## src/rtl/fifo_pkg.sv

```systemverilog
`default_nettype none
// +-----------------------------------------------------------------+
// | fifo_pkg : shared FSM state type and sizing helper              |
// | Rev 1.0                                                         |
// +-----------------------------------------------------------------+
package fifo_pkg;

    typedef enum logic [1:0] {
        IDLE  = 2'd0,
        START = 2'd1,
        DATA  = 2'd2,
        STOP  = 2'd3
    } state_t;

    function automatic int clog2_min1(input int n);
        return (n > 1) ? $clog2(n) : 1;
    endfunction

endpackage
`default_nettype wire

```

## src/rtl/fifo_serial_tx_if.sv

```systemverilog
`default_nettype none
// +-----------------------------------------------------------------+
// | fifo_serial_tx_if : FIFO-side handshake and serial line bundle  |
// | Rev 1.0                                                         |
// +-----------------------------------------------------------------+
interface fifo_serial_tx_if #(
    parameter int WIDTH = 8
) ();
    logic             enable;
    logic [WIDTH-1:0] fifo_data;
    logic             fifo_empty;
    logic             fifo_pop;
    logic             tx;
    logic             busy;
    logic             frame_done;

    modport master (
        input  enable, fifo_data, fifo_empty,
        output fifo_pop, tx, busy, frame_done
    );

    modport slave (
        output enable, fifo_data, fifo_empty,
        input  fifo_pop, tx, busy, frame_done
    );
endinterface
`default_nettype wire

```

## src/rtl/fifo_baud_gen.sv

```systemverilog
`default_nettype none
// +-----------------------------------------------------------------+
// | fifo_baud_gen : bit-period counter, pulses bit_end on last clk  |
// | Rev 1.0                                                         |
// +-----------------------------------------------------------------+
module fifo_baud_gen #(
    parameter int CLKS_PER_BIT = 4
) (
    input  logic clk,
    input  logic rst_n,
    input  logic clear,
    output logic bit_end
);
    localparam int            CW   = $clog2(CLKS_PER_BIT);
    localparam logic [CW-1:0] LAST = CW'(CLKS_PER_BIT - 1);

    logic [CW-1:0] cnt;

    always_ff @(posedge clk or negedge rst_n) begin
        if (!rst_n) begin
            cnt <= '0;
        end else if (clear || (cnt == LAST)) begin
            cnt <= '0;
        end else begin
            cnt <= cnt + CW'(1);
        end
    end

    assign bit_end = !clear && (cnt == LAST);
endmodule
`default_nettype wire

```

## src/rtl/fifo_serial_tx.sv

```systemverilog
`default_nettype none
// +-----------------------------------------------------------------+
// | fifo_serial_tx : pops words from a show-ahead FIFO and sends    |
// | them as start/LSB-first data/stop frames. Rev 1.0               |
// +-----------------------------------------------------------------+
module fifo_serial_tx
    import fifo_pkg::*;
#(
    parameter int WIDTH        = 8,
    parameter int CLKS_PER_BIT = 4
) (
    input  logic            clk,
    input  logic            rst_n,
    fifo_serial_tx_if.master bus
);
    localparam int            BW       = clog2_min1(WIDTH);
    localparam logic [BW-1:0] LAST_BIT = BW'(WIDTH - 1);

    state_t           state, state_n;
    logic [WIDTH-1:0] shreg, shreg_n;
    logic [BW-1:0]    bit_cnt, bit_cnt_n;
    logic             tx_q, tx_n;
    logic             bit_end;
    logic             launch_ok;
    logic             pop;
    logic             done;

    fifo_baud_gen #(
        .CLKS_PER_BIT(CLKS_PER_BIT)
    ) u_baud (
        .clk    (clk),
        .rst_n  (rst_n),
        .clear  (state == IDLE),
        .bit_end(bit_end)
    );

    // rst_n gating keeps the pop quiet while reset holds the FSM in IDLE
    assign launch_ok = rst_n && bus.enable && !bus.fifo_empty;

    always_ff @(posedge clk or negedge rst_n) begin
        if (!rst_n) begin
            state   <= IDLE;
            shreg   <= '0;
            bit_cnt <= '0;
            tx_q    <= 1'b1;
        end else begin
            state   <= state_n;
            shreg   <= shreg_n;
            bit_cnt <= bit_cnt_n;
            tx_q    <= tx_n;
        end
    end

    always_comb begin
        state_n   = state;
        shreg_n   = shreg;
        bit_cnt_n = bit_cnt;
        tx_n      = tx_q;
        pop       = 1'b0;
        done      = 1'b0;
        case (state)
            IDLE: begin
                tx_n = 1'b1;
                if (launch_ok) begin
                    pop     = 1'b1;
                    shreg_n = bus.fifo_data;
                    state_n = START;
                    tx_n    = 1'b0;
                end
            end
            START: begin
                if (bit_end) begin
                    state_n   = DATA;
                    bit_cnt_n = '0;
                    tx_n      = shreg[0];
                end
            end
            DATA: begin
                if (bit_end) begin
                    if (bit_cnt == LAST_BIT) begin
                        state_n   = STOP;
                        bit_cnt_n = '0;
                        tx_n      = 1'b1;
                    end else begin
                        shreg_n   = shreg >> 1;
                        bit_cnt_n = bit_cnt + BW'(1);
                        tx_n      = shreg_n[0];
                    end
                end
            end
            STOP: begin
                if (bit_end) begin
                    done = 1'b1;
                    if (launch_ok) begin
                        pop     = 1'b1;
                        shreg_n = bus.fifo_data;
                        state_n = START;
                        tx_n    = 1'b0;
                    end else begin
                        state_n = IDLE;
                        tx_n    = 1'b1;
                    end
                end
            end
            default: begin
                state_n = IDLE;
                tx_n    = 1'b1;
            end
        endcase
    end

    assign bus.fifo_pop   = pop;
    assign bus.tx         = tx_q;
    assign bus.busy       = (state != IDLE);
    assign bus.frame_done = done;
endmodule
`default_nettype wire

```

## src/flat_wrapper.sv

```systemverilog
// flat-port wrapper written by rule: the top's interface ports become plain ports
module fifo_serial_tx_flat import fifo_pkg::*;
#(
    parameter int WIDTH        = 8,
    parameter int CLKS_PER_BIT = 4
)
  (clk, rst_n, bus_enable, bus_fifo_data, bus_fifo_empty, bus_fifo_pop, bus_tx, bus_busy, bus_frame_done);
  fifo_serial_tx_if #(.WIDTH(WIDTH)) bus_i ();
  input  logic clk;
  input  logic rst_n;
  input wire logic [$bits(bus_i.enable)-1:0] bus_enable;
  input wire logic [$bits(bus_i.fifo_data)-1:0] bus_fifo_data;
  input wire logic [$bits(bus_i.fifo_empty)-1:0] bus_fifo_empty;
  output wire logic [$bits(bus_i.fifo_pop)-1:0] bus_fifo_pop;
  output wire logic [$bits(bus_i.tx)-1:0] bus_tx;
  output wire logic [$bits(bus_i.busy)-1:0] bus_busy;
  output wire logic [$bits(bus_i.frame_done)-1:0] bus_frame_done;
  assign bus_i.enable = bus_enable;
  assign bus_i.fifo_data = bus_fifo_data;
  assign bus_i.fifo_empty = bus_fifo_empty;
  assign bus_fifo_pop = bus_i.fifo_pop;
  assign bus_tx = bus_i.tx;
  assign bus_busy = bus_i.busy;
  assign bus_frame_done = bus_i.frame_done;
  fifo_serial_tx #(.WIDTH(WIDTH), .CLKS_PER_BIT(CLKS_PER_BIT)) u_core (.clk(clk), .rst_n(rst_n), .bus(bus_i));
endmodule
```

## config.mk

```make
export PLATFORM = sky130hd
export DESIGN_NAME = fifo_serial_tx_flat
export DESIGN_NICKNAME = d
export VERILOG_FILES = /design/src/rtl/fifo_pkg.sv /design/src/rtl/fifo_serial_tx_if.sv /design/src/rtl/fifo_baud_gen.sv /design/src/rtl/fifo_serial_tx.sv /design/src/flat_wrapper.sv
export SDC_FILE = /design/constraint.sdc
export NUM_CORES = 1
export LEC_CHECK = 0
export CORE_MARGIN = 4
export CORE_UTILIZATION = 45
export DETAILED_ROUTE_END_ITERATION = 6
export PLACE_DENSITY = 0.82
export REMOVE_ABC_BUFFERS = 1
export SETUP_SLACK_MARGIN = 0.4
export SYNTH_ARGS = -nofsm -noshare
export SYNTH_HDL_FRONTEND = slang
export SYNTH_HIERARCHICAL = 1
export SYNTH_SLANG_ARGS = --single-unit
```

## constraint.sdc

```tcl
create_clock -name clk -period 2.4 [get_ports clk]
set_clock_uncertainty 0.2 [all_clocks]
set_input_delay 0.72 -clock clk [delete_from_list [all_inputs] [get_ports clk]]
set_output_delay 0.72 -clock clk [all_outputs]
set_load 0.05 [all_outputs]
```

==> After elaboration in Yosys (flattened, before gate mapping) <==
Index checks and enable logic that the tools add are counted.
{ "op_classes": {"addsub": 2, "n_eq_ne": 11, "muxes": 28, "n_reduce_logical": 14} }
{ "op_table": {"columns": ["cell", "count"], "rows": [
  ["$mux 8", 4],
  ["$pmux 8 s3", 1],
  ["$mux 2", 6],
  ["$mux 1", 10],
  ["$ne 2x1->1 const B", 5],
  ["$mux 3", 3],
  ["$pmux 2 s4", 1],
  ["$eq 2x2->1 const B", 3],
  ["$pmux 3 s2", 1],
  ["$reduce_and 3->1", 2],
  ["$reduce_and 5->1", 1],
  ["$pmux 1 s4", 1],
  ["$reduce_and 4->1", 1],
  ["$reduce_bool 2->1", 2],
  ["$add 3x1->3 const B", 1],
  ["$eq 3x3->1 const B", 1],
  ["$logic_and 1x1->1", 3],
  ["$reduce_bool 3->1", 1],
  ["$add 2x1->2 const B", 1],
  ["$eq 2x1->1 const B", 1],
  ["$logic_not 1->1", 2],
  ["$logic_not 2->1", 1],
  ["$ne 2x2->1 const B", 1],
  ["$pmux 1 s2", 1],
  ["$logic_or 1x1->1", 1]
]} }
{ "totals": {"register_bits": 16, "out_inout_bits": 4, "word_cells": 60} }

==> Logic depth before layout (Yosys ltp) <==
Gate-level depths: netlist (run 1).
{ "logic_depth": {"word_depth": 5, "mapped_depth": 9} }

==> By module <==
The synthesis (run 1) kept the hierarchy.
{ "by_module_without_submodules": {"columns": ["mod", "n_inst", "cells_each", "area_per_inst_um2", "seq_area_each_um2"], "rows": [
  ["fifo_serial_tx", 1, 80, 809.5, 351.6],
  ["fifo_baud_gen", 1, 6, 93.8, 50.0]
]} }

==> Least setup slack after synthesis (run 1) <==
No wires, ideal clock.
{ "synth_path": {"path_kind": "register -> output", "startpoint": "register u_core.state[0]", "endpoint": "output port bus_fifo_pop", "t_arrival_ns": 1.913, "required_ns": 1.480, "setup_slack_ns": -0.433, "path_stages_with_launch": 6, "n_path_buf": 0, "path_cell_list": "dfrtp_1 > inv_1 > ha_1 > nor2b_2 > and2_1 > o21a_1"} }
{ "synth_via": {"elab_chain_len": 5, "elab_cells_between_ends": 6, "cone_classes": "eq/ne: 1; mux: 2; reduce/logical: 3"} }
{ "synth_lines": {"columns": ["item", "line", "text"], "rows": [
  ["from (decl)", "fifo_serial_tx.sv:19", "state_t state, state_n;"],
  ["from (signal assigned)", "fifo_serial_tx.sv:47", "state <= state_n;"],
  ["$logic_not 2->1", "fifo_serial_tx.sv:33", ".clear (state == IDLE),"],
  ["$logic_not 1->1", "fifo_baud_gen.sv:29", "assign bit_end = !clear && (cnt == LAST);"],
  ["$logic_and 1x1->1", "fifo_baud_gen.sv:29", null],
  ["net u_core.bit_end", "fifo_serial_tx.sv:23", "logic bit_end;"],
  ["$mux 1", "fifo_serial_tx.sv:92", "if (bit_end) begin"],
  ["$pmux 1 s2", "fifo_serial_tx.sv:61", "case (state)"],
  ["to (decl)", "flat_wrapper.sv:14", "output wire logic [$bits(bus_i.fifo_pop)-1:0] bus_fifo_pop;"]
]} }
The timed path passes the listed nets, and every way through them passes these cells.

==> Worst setup path after layout (run 1) <==
{ "layout_path": {"startpoint": "register u_core.state[1]", "endpoint": "output port bus_fifo_pop"} }
Same word-level chain as after synthesis.

==> flow_metrics.tcl, run 1 <==
set metrics [dict create \
    worst_pin_slew_ps 310 \
    crit_slowest_cell "dfrtp_1" \
    cts_hold_buf 0 \
    portBuffers 15 \
    yosysTopAreaCellShare_pct 41.6 \
    outcome "complete, but fails checks" \
    vias_per_cell 5.53 \
    wirelength_mm 2.97 \
    post-route-util_pct 88.5 \
    pre_cts_slack_ps -321 \
    min_period_ps 2470 \
    wl_met2_mm 1.60 \
    die_h_um 52.8 \
    yosysWarnings 6 \
    drc 0 \
    grt_max_degree 17 \
    dieArea_um2 2790 \
    syn_inst 86 \
    hold_class "reg -> reg" \
    grt_usage_pct 21.1 \
    path_delay_family "flip-flops" \
    nets 152 \
    initial_core_util_pct 49.6 \
    place.gp.congestion 0.845 \
    postRouteAntennaNets 0 \
    crit_fanout 2 \
    max_slew_margin_pct 79.2 \
    synth_area_per_cell_um2 10.5 \
    switching_share_pct 41.7 \
    htree_levels 1 \
    cp_num_buf_inv 2 \
    worst_ep_arrival_time_ps 1550 \
    cp-end-kind "primary output" \
    critPathKind "reg -> out" \
    antenna_found_initial 0 \
    cts_root_buffer "clkbuf_4" \
    synth_ff_type "dfrtp_1" \
    grt_pass1_wl_mm 4.08 \
    ios 16 \
    clock_path_buffers 2 \
    timing_hold_violations_final 0 \
    synth_area_leaders "dfrtp_1, ha_1, a21oi_2" \
    ys_types 34 \
    wl_met1_mm 1.11 \
    max_stage_delay_ps 420 \
    ys_seq_area_share_pct 44.5 \
    powerDensity_nw_per_um2 1330 \
    synth-edff-count 0 \
    overflow 0 \
    die_w_um 52.8 \
    insertion_delay_ps 300 \
    stdcell_count 156 \
    syn_area_um2 903 \
    yosys.area.top_type "dfrtp_1" \
    rows 15 \
    drt_iter0_drc 14 \
    num-fill-cells 76 \
    wl_per_cell_um 19.0 \
    synth_common_cells "dfrtp_1, inv_1, ha_1, a21oi_2, o22ai_1" \
    cts_sinks 16 \
    p_seq_share_pct 23.4 \
    vdd_drop_max_v 0.000886 \
    dp_cells 130 \
    dp_hpwl_mm 1.30 \
    failed_checks "negative setup slack" \
    diodes 0 \
    core_area_um2 1820 \
    rsz0062_at_grt "true" \
    syn_to_final_growth_pct 78.4 \
    worstSetupStartpointType "flop" \
    finalSetupViolations 2 \
    layout-drive-gt1-share_pct 61.1 \
    max_freq_mhz 405 \
    cap_violations 0 \
    cp_cell_sequence "inv_2, ha_4, nor2b_4, and2_4, o21a_4, buf_12" \
    clkPwrFrac_pct 8.5 \
    p_sw_uw 892 \
    cts_tree "yes" \
    worst_slack_ps -71.0 \
    route.met3.wl_um 170 \
    cp.required_ps 1480 \
    first_global_vias 860 \
    async_reset_ff_share_pct 100 \
    cellLeakagePower_nw 0.715 \
    top_layer "met4" \
    cts_buffers 3 \
    fin_crit_sh_pct 103 \
    pwr-share-comb_pct 68.1 \
    yosysMostFrequentCell "dfrtp_1" \
    dr.pass1.iters 4 \
    vias 863 \
    clk_pin_slew_ps 100 \
    maxSlewViolCount 0 \
    p_int_mw 1.25 \
    ys_ff_latch 16 \
]
sequential cells by signal (all words and copies together) (netlist names):
| name | count |
|---|---|
| u_core/bus.tx | 1 |
| u_core/u_baud/cnt | 2 |
| u_core/state | 2 |
| u_core/bit_cnt | 3 |
| u_core/shreg | 8 |
layout make-up:
class                           count  area (um^2)  share of cell area, %
Clock buffer                        4         36.3                   2.25
Inverter                           12         47.5                   2.95
Multi-Input combinational cell     55          656                   40.7
Sequential cell                    16          402                   24.9
Tap cell                           25         31.3                   1.94
Timing Repair Buffer               44          439                   27.3
kinds of logic (layout without fill, tap and decap cells):
group / Yosys count / count (layout) / synth area share [%]
AO/OA/AOI/OAI: 28 / 28 / 21.7
adder cells (fa/ha/maj): 8 / 8 / 11.1
buffers and inverters: 15 / 60 / 7.20
flip-flops: 16 / 16 / 44.5
multiplexers: 1 / 1 / 1.25
AND/OR/NAND/NOR: 18 / 18 / 14.3
metal layers:
layer | up-vias | GRT usage (%)
met5 | - | 0
met4 | 0 | 7.23
met3 | 8 | 5.98
met2 | 32 | 39.9
met1 | 429 | 21.7
li1 | 394 | -
power by group through the flow:
stage               Combinational, mW  Sequential [mW]  Clock, mW
floorplan                       0.484            0.488          0
global placement                0.700            0.468          0
detailed placement              0.727            0.479          0
CTS                              1.14            0.491      0.188
global route                     1.53            0.517      0.198
finish                           1.46            0.500      0.183
through the flow:
stage	power (mW)	hold WS, ps	setup TNS [ps]	area (um^2)
6_report	2.14	311	-113	1610
5_1_grt	2.25	328	-195	1610
3_5_place_dp	1.21	245	-1730	1140
4_1_cts	1.82	307	-38.1	1500
2_1_floorplan	0.973	218	-433	883
3_3_place_gp	1.17	229	-1630	1140
layout by cell type, fill, tap and decap left out, drive strengths merged:
master         instances
a21o                   1
a21oi                 10
a2bb2oi                1
a311oi                 1
a32o                   1
and2                   2
buf                   33
clkbuf                 4
clkdlybuf4s15          2
clkdlybuf4s50          8
dfrtp                 15
dfstp                  1
dlygate4sd2            1
ha                     8
inv                   12
mux2                   1
nand2                  3
nand2b                 1
nand3                  1
nand3b                 2
nor2                   2
nor2b                  2
nor3                   2
nor3b                  1
o21a                   1
o21ai                  5
o221ai                 1
o22ai                  7
or3                    1
or4                    1
worst register-to-register path, cell delays in order, from the launching register on:
cell,delay [ps]
dfrtp_1,430
buf_6,140
buf_4,120
buf_6,110
buf_6,110
ha_4,170
or4_4,530
and2_4,230
a21oi_2,140
path summary, 6_finish.rpt:
path	start	end	slack, ps	cells past startpoint
worst max-delay path	u_core/state[1]$_DFFE_PN0P_	bus_fifo_pop	-70	6
worst min-delay path	u_core/bit_cnt[1]$_DFFE_PN0P_	u_core/bit_cnt[1]$_DFFE_PN0P_	310	2
worst max register to register	u_core/state[1]$_DFFE_PN0P_	u_core/shreg[0]$_DFFE_PN0P_	140	8
worst min register to register	u_core/bit_cnt[1]$_DFFE_PN0P_	u_core/bit_cnt[1]$_DFFE_PN0P_	310	2
max in group asynchronous	rst_n	u_core/bus.tx$_DFFE_PN1P_	1380	2
min in group asynchronous	rst_n	u_core/state[0]$_DFFE_PN0P_	360	2
what timing repair did:
item / 4_1_cts / 5_1_grt
pin swaps: 21 / 7
setup buffers: 17 / 4
setup endpoints to repair: 12 / 13
gates cloned: 1 / 0
gates resized for setup: 45 / 17
Power figures use the tool's default switching activity.
==> run 2: changes to the inputs <==
CORE_UTILIZATION = 35   (was 45)
PLACE_DENSITY = 0.68   (was 0.82)
==> flow_metrics.tcl, run 2 (synthesis results as in run 1) <==
set metrics [dict create \
    clk_pin_slew_ps 100 \
    rsz0062_at_grt "true" \
    die_w_um 58.8 \
    multi_input_area_um2 627 \
    max_freq_mhz 414 \
    vias_per_cell 4.92 \
    wirelength_mm 2.30 \
    syn_to_final_growth_pct 66.2 \
    cp-end-kind "primary output" \
    worst_ep_arrival_time_ps 1500 \
    p_int_mw 1.04 \
    initial_core_util_pct 36.5 \
    cts_tree "yes" \
    vdd_drop_max_v 0.000747 \
    insertion_delay_ps 280 \
    wl_per_cell_um 15.0 \
    worst_slack_ps -16.1 \
    diodes 0 \
    grt_usage_pct 12.0 \
    switching_share_pct 41.6 \
    hold_class "reg -> reg" \
    maxSlewViolCount 0 \
    die_h_um 58.8 \
    timing_hold_violations_final 0 \
    cts_hold_buf 0 \
    max_slew_margin_pct 76.9 \
    post-route-util_pct 60.6 \
    nets 144 \
    whs_ps 313 \
    overflow 0 \
    cts_sinks 16 \
    worst_pin_slew_ps 343 \
    vias 752 \
    portBuffers 15 \
    finalSetupViolations 1 \
    p_sw_uw 743 \
    core_area_um2 2480 \
    clkPwrFrac_pct 8.0 \
    min_period_ps 2420 \
    outcome "complete, but fails checks" \
    cp.required_ps 1480 \
    drt_iter0_drc 5 \
    first_global_vias 756 \
    cts_root_buffer "clkbuf_4" \
    final_common_cell "buf_4" \
    grt_pass1_wl_mm 3.19 \
    critPathKind "in -> out" \
    dp_hpwl_mm 1.33 \
    reg_top3 "u_core/shreg (8), u_core/bit_cnt (3)" \
    cellLeakagePower_nw 0.653 \
    final_area_um2 1500 \
    cts_buffers 3 \
    powerDensity_nw_per_um2 1190 \
    dieArea_um2 3460 \
    place.gp.congestion 0.777 \
    layout_common_cells "buf_4, dfrtp_1, inv_1, clkdlybuf4s50_1, a21oi_2" \
    grt_max_degree 17 \
    fin_crit_sh_pct 101 \
    largest_register_ffs 8 \
    crit_fanout 2 \
    dr.pass1.iters 3 \
    clock_path_buffers 2 \
    num-fill-cells 211 \
    seq_area_um2 403 \
    drc 0 \
    pwr-share-comb_pct 63.3 \
    dpl-instance-area_um2 1150 \
    ios 16 \
    antenna_found_initial 0 \
    p_seq_share_pct 28.7 \
    failed_checks "negative setup slack" \
    layout-drive-gt1-share_pct 52.0 \
    postRouteAntennaNets 0 \
    cap_violations 0 \
    top_register "u_core/shreg" \
    htree_levels 1 \
    rows 18 \
    worstSetupStartpointType "primary input" \
]
-- run 2: cell count changes in the layout (fill, tap and decap cells not counted), sizes merged --
cell,before,now
clkbuf,4,5
buf,33,24
-- run 2: final cells by class --
type                       instances  area share (%)
timing repair buffer              36            24.2
sequential                        16            26.8
inverter                          12            3.00
multi-input combinational         55            41.7
tap                               30            2.50
clock buffer                       4            1.75
-- run 2: what timing repair did --
| action | in CTS | in global routing |
|---|---|---|
| setup buffers | 8 | 5 |
| resized for setup | 19 | 25 |
| setup endpoints to repair | 12 | 15 |
| pin swaps | 3 | 3 |
| cloned | 0 | 1 |
-- run 2: layer usage --
layer,up-vias,track usage [%],part of all wire (%)
li1,374,-,-
met1,365,12.7,40
met2,13,22.2,56
met3,0,3.07,4.3
met4,0,4.85,0
met5,-,0,0
-- run 2: worst paths after layout --
check / start / end / slack (ps) / depth (start not counted)
worst max-delay path: bus_enable / bus_fifo_pop / -20 / 5
worst min-delay path: u_core/bit_cnt[1]$_DFFE_PN0P_ / u_core/bit_cnt[1]$_DFFE_PN0P_ / 310 / 2
worst max register to register: u_core/state[1]$_DFFE_PN0P_ / u_core/shreg[0]$_DFFE_PN0P_ / 240 / 10
worst min register to register: u_core/bit_cnt[1]$_DFFE_PN0P_ / u_core/bit_cnt[1]$_DFFE_PN0P_ / 310 / 2
max in group asynchronous: rst_n / u_core/bus.tx$_DFFE_PN1P_ / 1380 / 2
min in group asynchronous: rst_n / u_core/shreg[1]$_DFFE_PN0P_ / 360 / 2
-- run 2: per-stage QoR --
step	setup slack (ps)	instances	power, mW	setup TNS, ps
global route	-86.4	153	1.91	-108
global placement	-302	135	1.18	-1750
CTS	-18.3	147	1.53	-18.3
floorplan	-433	83	0.973	-433
finish	-16.1	153	1.79	-16.1
detailed placement	-308	135	1.21	-1810
-- run 2: power groups by stage --
stage	logic (mW)	clock network (mW)	registers, mW
final	1.13	0.143	0.513
after global routing	1.21	0.167	0.526
after CTS	0.903	0.155	0.475
after detailed placement	0.730	0	0.477
after global placement	0.707	0	0.469
after floorplan	0.484	0	0.488
-- run 2: critical path, cell delays in order --
cell and delay (ps):
dlygate4sd2_1 240, nand3b_4 100, nor2_4 120, o21a_1 170
buf_12 140
